[src/rtl/cpu_timer.sv]
// cpu_timer: CPU-mapped 16-bit down-counter with an 8-bit prescaler, one-shot or continuous mode.
// Latency: a write takes effect on its clk edge; read data is registered and valid the cycle after cs.
// Backpressure: none. The CPU bus is always accepted, and dout holds its value between reads.
module cpu_timer (
  input  logic       clk,
  input  logic       rst,
  input  logic       cs,
  input  logic       we,
  input  logic [2:0] addr,
  input  logic [7:0] din,
  output logic [7:0] dout,
  output logic       irq
);

  localparam logic [2:0] A_CTRL = 3'd0;
  localparam logic [2:0] A_STAT = 3'd1;
  localparam logic [2:0] A_PRE  = 3'd2;
  localparam logic [2:0] A_RLO  = 3'd3;
  localparam logic [2:0] A_RHI  = 3'd4;
  localparam logic [2:0] A_CLO  = 3'd5;
  localparam logic [2:0] A_CHI  = 3'd6;

  // Control and status state
  logic        en_q, en_d;
  logic        cont_q, cont_d;
  logic        ie_q, ie_d;
  logic        exp_q, exp_d;
  logic [7:0]  pre_q, pre_d;
  logic [7:0]  rlo_q, rlo_d;
  logic [7:0]  rhi_q, rhi_d;

  // Counting state
  logic [15:0] cnt_q, cnt_d;
  logic [7:0]  psc_q, psc_d;
  logic [7:0]  chi_q, chi_d;
  logic [7:0]  dout_q, dout_d;

  // Decoded strobes
  logic        wr_stb;
  logic        rd_stb;
  logic        tick;
  logic        expire;
  logic [15:0] reload;

  assign wr_stb = cs & we;
  assign rd_stb = cs & ~we;
  assign reload = {rhi_q, rlo_q};

  // The prescaler is ticking when it has counted up to PRE; PRE=0 ticks every clock.
  assign tick   = en_q & (psc_q == pre_q);
  // Expiry is a tick that finds the counter already at zero.
  assign expire = tick & (cnt_q == 16'd0);

  assign dout = dout_q;
  assign irq  = exp_q & ie_q;

  // Next-state: counting first, then CPU writes so a CTRL write overrides the expiry's EN update.
  always_comb begin
    en_d   = en_q;
    cont_d = cont_q;
    ie_d   = ie_q;
    exp_d  = exp_q;
    pre_d  = pre_q;
    rlo_d  = rlo_q;
    rhi_d  = rhi_q;
    cnt_d  = cnt_q;
    psc_d  = psc_q;
    chi_d  = chi_q;
    dout_d = dout_q;

    // Prescaler runs only while enabled, so clearing EN freezes it in place.
    if (en_q) begin
      if (tick) begin
        psc_d = 8'd0;
      end else begin
        psc_d = psc_q + 8'd1;
      end
    end

    // Counter decrements per tick; at zero it expires and either reloads or stops.
    if (tick) begin
      if (cnt_q != 16'd0) begin
        cnt_d = cnt_q - 16'd1;
      end else begin
        exp_d = 1'b1;
        if (cont_q) begin
          cnt_d = reload;
        end else begin
          en_d = 1'b0;
        end
      end
    end

    // CPU writes. Reload bytes only feed future loads, never the live count.
    if (wr_stb) begin
      case (addr)
        A_CTRL: begin
          en_d   = din[0];
          cont_d = din[1];
          ie_d   = din[2];
          // A fresh enable restarts the whole timebase from the reload value.
          if (!en_q && din[0]) begin
            cnt_d = reload;
            psc_d = 8'd0;
          end
        end
        A_STAT: begin
          // A simultaneous expiry keeps EXP set so no event is lost.
          if (din[0] && !expire) begin
            exp_d = 1'b0;
          end
        end
        A_PRE:   pre_d = din;
        A_RLO:   rlo_d = din;
        A_RHI:   rhi_d = din;
        default: ;
      endcase
    end

    // CPU reads. Reading CLO snapshots the high byte so CLO-then-CHI is coherent.
    if (rd_stb) begin
      case (addr)
        A_CTRL: dout_d = {5'd0, ie_q, cont_q, en_q};
        A_STAT: dout_d = {7'd0, exp_q};
        A_PRE:  dout_d = pre_q;
        A_RLO:  dout_d = rlo_q;
        A_RHI:  dout_d = rhi_q;
        A_CLO: begin
          dout_d = cnt_q[7:0];
          chi_d  = cnt_q[15:8];
        end
        A_CHI:  dout_d = chi_q;
        default: dout_d = 8'h00;
      endcase
    end
  end

  // State registers; reset clears everything so the block sits idle until EN is written.
  always_ff @(posedge clk or posedge rst) begin
    if (rst) begin
      en_q   <= 1'b0;
      cont_q <= 1'b0;
      ie_q   <= 1'b0;
      exp_q  <= 1'b0;
      pre_q  <= 8'd0;
      rlo_q  <= 8'd0;
      rhi_q  <= 8'd0;
      cnt_q  <= 16'd0;
      psc_q  <= 8'd0;
      chi_q  <= 8'd0;
      dout_q <= 8'd0;
    end else begin
      en_q   <= en_d;
      cont_q <= cont_d;
      ie_q   <= ie_d;
      exp_q  <= exp_d;
      pre_q  <= pre_d;
      rlo_q  <= rlo_d;
      rhi_q  <= rhi_d;
      cnt_q  <= cnt_d;
      psc_q  <= psc_d;
      chi_q  <= chi_d;
      dout_q <= dout_d;
    end
  end

endmodule

[config.mk]
export PLATFORM = sky130hd
export DESIGN_NAME = cpu_timer
export DESIGN_NICKNAME = d
export VERILOG_FILES = /design/src/rtl/cpu_timer.sv
export SDC_FILE = /design/constraint.sdc
export NUM_CORES = 1
export LEC_CHECK = 0
export BUFFER_PORTS_ARGS = -buffer_cell sky130_fd_sc_hd__buf_2
export CELL_PAD_IN_SITES_DETAIL_PLACEMENT = 1
export CELL_PAD_IN_SITES_GLOBAL_PLACEMENT = 2
export CORE_MARGIN = 5
export CORE_UTILIZATION = 40
export DETAILED_ROUTE_END_ITERATION = 16
export PLACE_DENSITY_LB_ADDON = 0.1
export SLEW_MARGIN = 10
export SYNTH_ARGS = -nofsm -noshare
export SYNTH_HDL_FRONTEND = slang
export SYNTH_SLANG_ARGS = --single-unit
[constraint.sdc]
create_clock -name clk -period 2.85 [get_ports clk]
set_input_delay 0.57 -clock clk [delete_from_list [all_inputs] [get_ports clk]]
set_output_delay 0.57 -clock clk [all_outputs]
set_load 0.03 [all_outputs]
== After elaboration in Yosys (flattened, before gate mapping) ==
Index checks and enable logic that the tools add are counted.

* Add/subtract/negate cells: 2
* Equality and inequality tests: 7
* Multiplexer cells: 22
* Bitwise operators: 6
* Reductions and logical operators: 12

{| class="wikitable"
|+ Operators by type and width
! operator !! number
|-
| 16-bit 2-to-1 mux || 6
|-
| 8-bit case mux with 7 select lines || 1
|-
| 8-bit 2-to-1 mux || 5
|-
| 16-bit logical NOT || 1
|-
| 16-bit nonzero test || 1
|-
| 16-bit by 1-bit subtractor with 16-bit output (second input constant) || 1
|-
| 1-bit 2-to-1 mux || 10
|-
| 2-bit AND reduction || 5
|-
| 3-bit equality test (second input constant) || 3
|-
| 8-bit by 1-bit adder with 8-bit output (second input constant) || 1
|-
| 8-bit equality test || 1
|-
| 3-bit by 2-bit equality test with 1-bit output (second input constant) || 2
|-
| 1-bit AND || 5
|-
| 3-bit by 1-bit equality test with 1-bit output (second input constant) || 1
|-
| 3-bit logical NOT || 1
|-
| 1-bit logical AND || 2
|-
| 1-bit logical NOT || 2
|-
| 1-bit inverter || 1
|}

* Flip-flop bits (word level): 68
* Input bits: 15
* Output and inout bits: 9
* Word-level logic and storage cells: 60

== Longest topological paths before layout ==
* Depth after elaboration: 8
* Mapped depth: 9
* Mapped depth without buffers: 8

== Worst setup path after synthesis ==
No wires, ideal clock.

* Path kind: input to register
* From: in addr[2]
* To: reg cnt_q[14]
* Setup time: 99 ps
* Data arrival time: 1860 ps
* Required time: 2751 ps
* Slack: 890 ps
* Stages: 7
* Path through: and3b_1 -> nand3_2 -> or2_2 -> clkbuf_1 -> nand2_1 -> o32ai_1 -> a311oi_1

* Word-level cells in the longest chain between the ends: 3

{| class="wikitable"
|+ RTL lines
! element !! line !! source
|-
| from (decl) || 9 || <nowiki>input logic [2:0] addr,</nowiki>
|-
| 3-bit logical NOT || 96 || <nowiki>case (addr)</nowiki>
|-
| 16-bit 2-to-1 mux || 96 ||
|-
| 16-bit 2-to-1 mux || 95 || <nowiki>if (wr_stb) begin</nowiki>
|-
| via cnt_d[14] || 33 || <nowiki>logic [15:0] cnt_q, cnt_d;</nowiki>
|-
| to (signal assigned) || 160 || <nowiki>cnt_q <= cnt_d;</nowiki>
|-
| to (decl) || 33 ||
|}

The timed path passes the listed nets, and every way through them passes these cells.
A chain may end at the register's enable or synchronous reset.

== Worst setup path after layout ==
* From: reg cnt_q[0]
* To: reg cnt_q[1]

* Word-level cells in the longest chain between the ends: 6

{| class="wikitable"
|+ RTL lines
! element !! line !! source
|-
| 16-bit by 1-bit subtractor with 16-bit output / 16-bit nonzero test (equally long branches) || 83, 82 ||
|-
| 16-bit 2-to-1 mux * || 82 || <nowiki>if (cnt_q != 16'd0) begin</nowiki>
|-
| 16-bit 2-to-1 mux * || 81 || <nowiki>if (tick) begin</nowiki>
|-
| 16-bit 2-to-1 mux || 102 || <nowiki>if (!en_q && din[0]) begin</nowiki>
|-
| 16-bit 2-to-1 mux || 96 ||
|-
| 16-bit 2-to-1 mux * || 95 ||
|-
| via cnt_d[1] || 33 ||
|}

Mark *: on every way through the listed nets, which the timed path passes. The rest lies on a longest branch.

==> summary.md <==
| Metric | Value |
|---|---|
| Post-synth EDFFs | `0` |
| First-pass GRT wire length | `18.0 mm` |
| Post-route minimum period | `2.63 ns` |
| Syn Inst Count | `354` |
| Crit path kind | `flop to flop` |
| Final Skew | `0.0128 ns` |
| Most used DFF post-synth | `dfrtp_1` |
| Pwr Total | `3.18 mW` |
| PD cells | `759 nW/um^2` |
| Vias per inst | `5.93` |
| Max-slew violation count | `0` |
| Mean area per synthesized cell | `10.4 um^2` |
| Std-Cell Rows | `35` |
| Family with the most delay on the worst path | `compound AO/OA/AOI/OAI gates` |
| Largest net degree at the start of global routing | `69` |
| Buf/Inv on CP | `1` |
| Crit path largest cell delay | `1.01 ns` |
| PortBufs | `23` |
| Root Driver | `clkbuf_8` |
| 1st-pass router iterations | `5` |
| Crit end category | `flop` |
| Worst-Margin Slew | `1.29 ns` |
| Clock Tree Buf Depth | `2` |
| Chip Height | `106 um` |
| Fin crit share | `92.4%` |
| Synthesized area | `3690 um^2` |
| Pleak | `1.75 nW` |
| Final hold vios | `0` |
| Post-synthesis register bit count | `68` |
| Max_cap viols | `0` |
| Via count | `2966` |
| WP data arrival | `2.89 ns` |
| Core ar. | `9110 um^2` |
| RePlAce Congestion | `0.831` |
| Synth async-reset ratio | `100%` |
| Vias in the first global route | `3098` |
| Status | `finished, final reports clean` |
| Initial antenna violation count | `0` |
| Hold slack | `0.276 ns` |
| Initial Utilization | `40.5%` |
| Dpl hpwl | `8.21 mm` |
| Clk sinks | `68` |
| Drt first-iter violations | `154` |
| Worst-path cell chain | `inv_1 -> ha_1 -> nor4b_4 -> nand2_1 -> nor3_2 -> a21oi_1 -> nor2_1 -> a311oi_1` |
| Fmax | `380 MHz` |
| Total gr overflow | `0` |
| CTS tree | `yes` |
| WP data required | `3.11 ns` |
| Routed WL per cell | `22.4 um` |
| Nets | `402` |
| Area Overhead vs Synth | `13.5%` |
| Slowest-stage cell, CP | `a21oi_1` |
| GRT Util Overall | `21.0%` |
| CP Launch Type | `flop` |
| Max VDD drop | `0.309 mV` |
| # IOs | `24` |
| # resized after CTS | `0` |
| Final wirelength | `11.2 mm` |
| Setup violations, final | `0` |
| Htree depth | `3` |
| Antenna Violating Nets Remaining | `0` |
| DRC | `0` |
| Sequential share of the synthesized area | `46.1%` |
| Num CTS Buffers | `9` |
| Crit Path Max Fanout | `12` |
| Hold buffer count at cts | `0` |
| Sum Neg Setup Slack | `0 ns` |
| RSZ-0062 raised after global routing | `no` |
| Yosys warns | `0` |
| Worst slew margin | `13.9%` |
| Chip Width | `106 um` |
| Layout cells sized above 1 | `28.3%` |
| ANT cells | `0` |
| Reg clk slew, reported paths | `0.08 ns` |
| Post-synth cell types | `50` |
| Worst-Skew Late Latency | `0.36 ns` |
| Post-synthesis net count | `372` |
| Hold Crit Class | `input port to asynchronous set/reset pin` |
| Die area | `11300 um^2` |
| Post-CTS setup buffer count | `0` |
-- logic make-up after synthesis --
logic type	count (synthesis)	share of synthesized area, %
AOI/OAI and AO/OA	76	14.6
xor gates and xnor gates	14	3.32
adders and majority gates	3	1.02
buffers and inverters	22	2.41
DFF	68	46.1
muxes	47	14.6
and+or+nand+nor	124	18.0
-- cells in the mapped netlist (2+ instances only) --
| cell | count | area, um^2 |
|---|---|---|
| ha_1 | 3 | 37.5 |
| o31ai_1 | 2 | 15.0 |
| a211oi_1 | 10 | 75.1 |
| o41ai_1 | 2 | 17.5 |
| o21ai_0 | 22 | 110 |
| a31o_2 | 2 | 17.5 |
| nand3_2 | 2 | 20.0 |
| nor4_4 | 2 | 42.5 |
| a21oi_1 | 5 | 25.0 |
| xnor2_1 | 11 | 96.3 |
| a222oi_1 | 5 | 50.1 |
| nand3_1 | 6 | 30.0 |
| nor2_1 | 35 | 131 |
| a22o_1 | 5 | 43.8 |
| xor2_1 | 3 | 26.3 |
| nor4_1 | 2 | 12.5 |
| nor3_1 | 10 | 50.1 |
| buf_2 | 3 | 15.0 |
| nand2b_1 | 5 | 31.3 |
| nand2_1 | 32 | 120 |
| or2_2 | 2 | 12.5 |
| clkbuf_2 | 2 | 10.0 |
| o22ai_1 | 4 | 25.0 |
| nor3_2 | 2 | 20.0 |
| mux2i_1 | 4 | 40.0 |
| nand4_1 | 5 | 31.3 |
| and3_1 | 4 | 25.0 |
| inv_1 | 4 | 15.0 |
| clkbuf_1 | 12 | 45.0 |
| dfrtp_1 | 68 | 1700 |
| o211ai_1 | 3 | 22.5 |
| a31oi_1 | 3 | 18.8 |
| and2_1 | 2 | 12.5 |
| nor2b_1 | 5 | 31.3 |
| or3_1 | 5 | 31.3 |
| o32ai_1 | 2 | 17.5 |
| nand4b_1 | 2 | 17.5 |
| mux2_2 | 41 | 462 |
| a311oi_1 | 6 | 52.6 |
-- area by class of cell --
cell class	instances	area, um^2
Fill cell	1041	4920
Multi-Input combinational cell	264	1900
Sequential cell	68	1700
Timing Repair Buffer	37	233
Tap cell	111	139
Clock buffer	10	138
Clock inverter	6	63.8
Inverter	4	15.0
-- metal layers --
layer / up-vias / track usage [%] / wire length (um)
met5: - / 0 / 0
met4: 0 / 9.34 / 365
met3: 27 / 4.13 / 420
met2: 63 / 32.3 / 5170
met1: 1498 / 28.6 / 5250
li1: 1378 / - / -
-- worst register-to-register path, stage by stage (launching register included) --
cell,delay [ns]
dfrtp_1,0.45
inv_1,0.09
ha_1,0.21
nor4b_4,0.14
nand2_1,0.12
nor3_2,0.09
a21oi_1,1.01
nor2_1,0.10
a311oi_1,0.31
-- power breakdown --
| part | switching [mW] | internal [mW] |
|---|---|---|
| sequential | 0.352 | 1.22 |
| combinational | 0.386 | 0.397 |
| clock | 0.404 | 0.426 |
| total | 1.14 | 2.04 |
-- final timing paths --
kind / startpoint / endpoint / slack [ns] / cells after the start
worst max register to register: cnt_q[0] / cnt_q[1] / 0.22 / 8
max in group asynchronous: rst / chi_q[7] / 2.26 / 3
worst min register to register: dout[0] / dout[0] / 0.48 / 2
worst max-delay path: cnt_q[0] / cnt_q[1] / 0.22 / 8
min in group clk: din[4] / pre_q[4] / 0.46 / 2
worst min-delay path: rst / pre_q[2] / 0.28 / 3
-- layout by cell type (no fill, tap or decap), drive strengths merged, types with 6 or more instances in the layout --
master / synthesis / routed
nor2: 35 / 35
clkbuf: 14 / 10
nand2: 32 / 32
nand3: 8 / 8
xnor2: 11 / 11
dfrtp: 68 / 68
a311oi: 6 / 6
nor3: 12 / 12
buf: 4 / 37
mux2: 42 / 42
o21ai: 22 / 22
a211oi: 11 / 11
-- registers in the layout, indices dropped and copies added, names as in the netlist --
register,cells
dout,8
ie_q,1
cont_q,1
rlo_q,8
psc_q,8
exp_q,1
en_q,1
chi_q,8
rhi_q,8
pre_q,8
cnt_q,16
-- stage by stage --
stage | area (um^2) | util, % | setup slack, ns | std cells
2_1_floorplan | 3690 | - | 0.568 | 354
3_3_place_gp | 3990 | 43.8 | 0.371 | 484
3_5_place_dp | 3990 | 43.8 | 0.327 | 484
4_1_cts | 4190 | 46.0 | 0.281 | 500
5_1_grt | 4190 | 46.0 | 0.0605 | 500
6_report | 4190 | 46.0 | 0.216 | 500
Power figures use the tool's default switching activity.
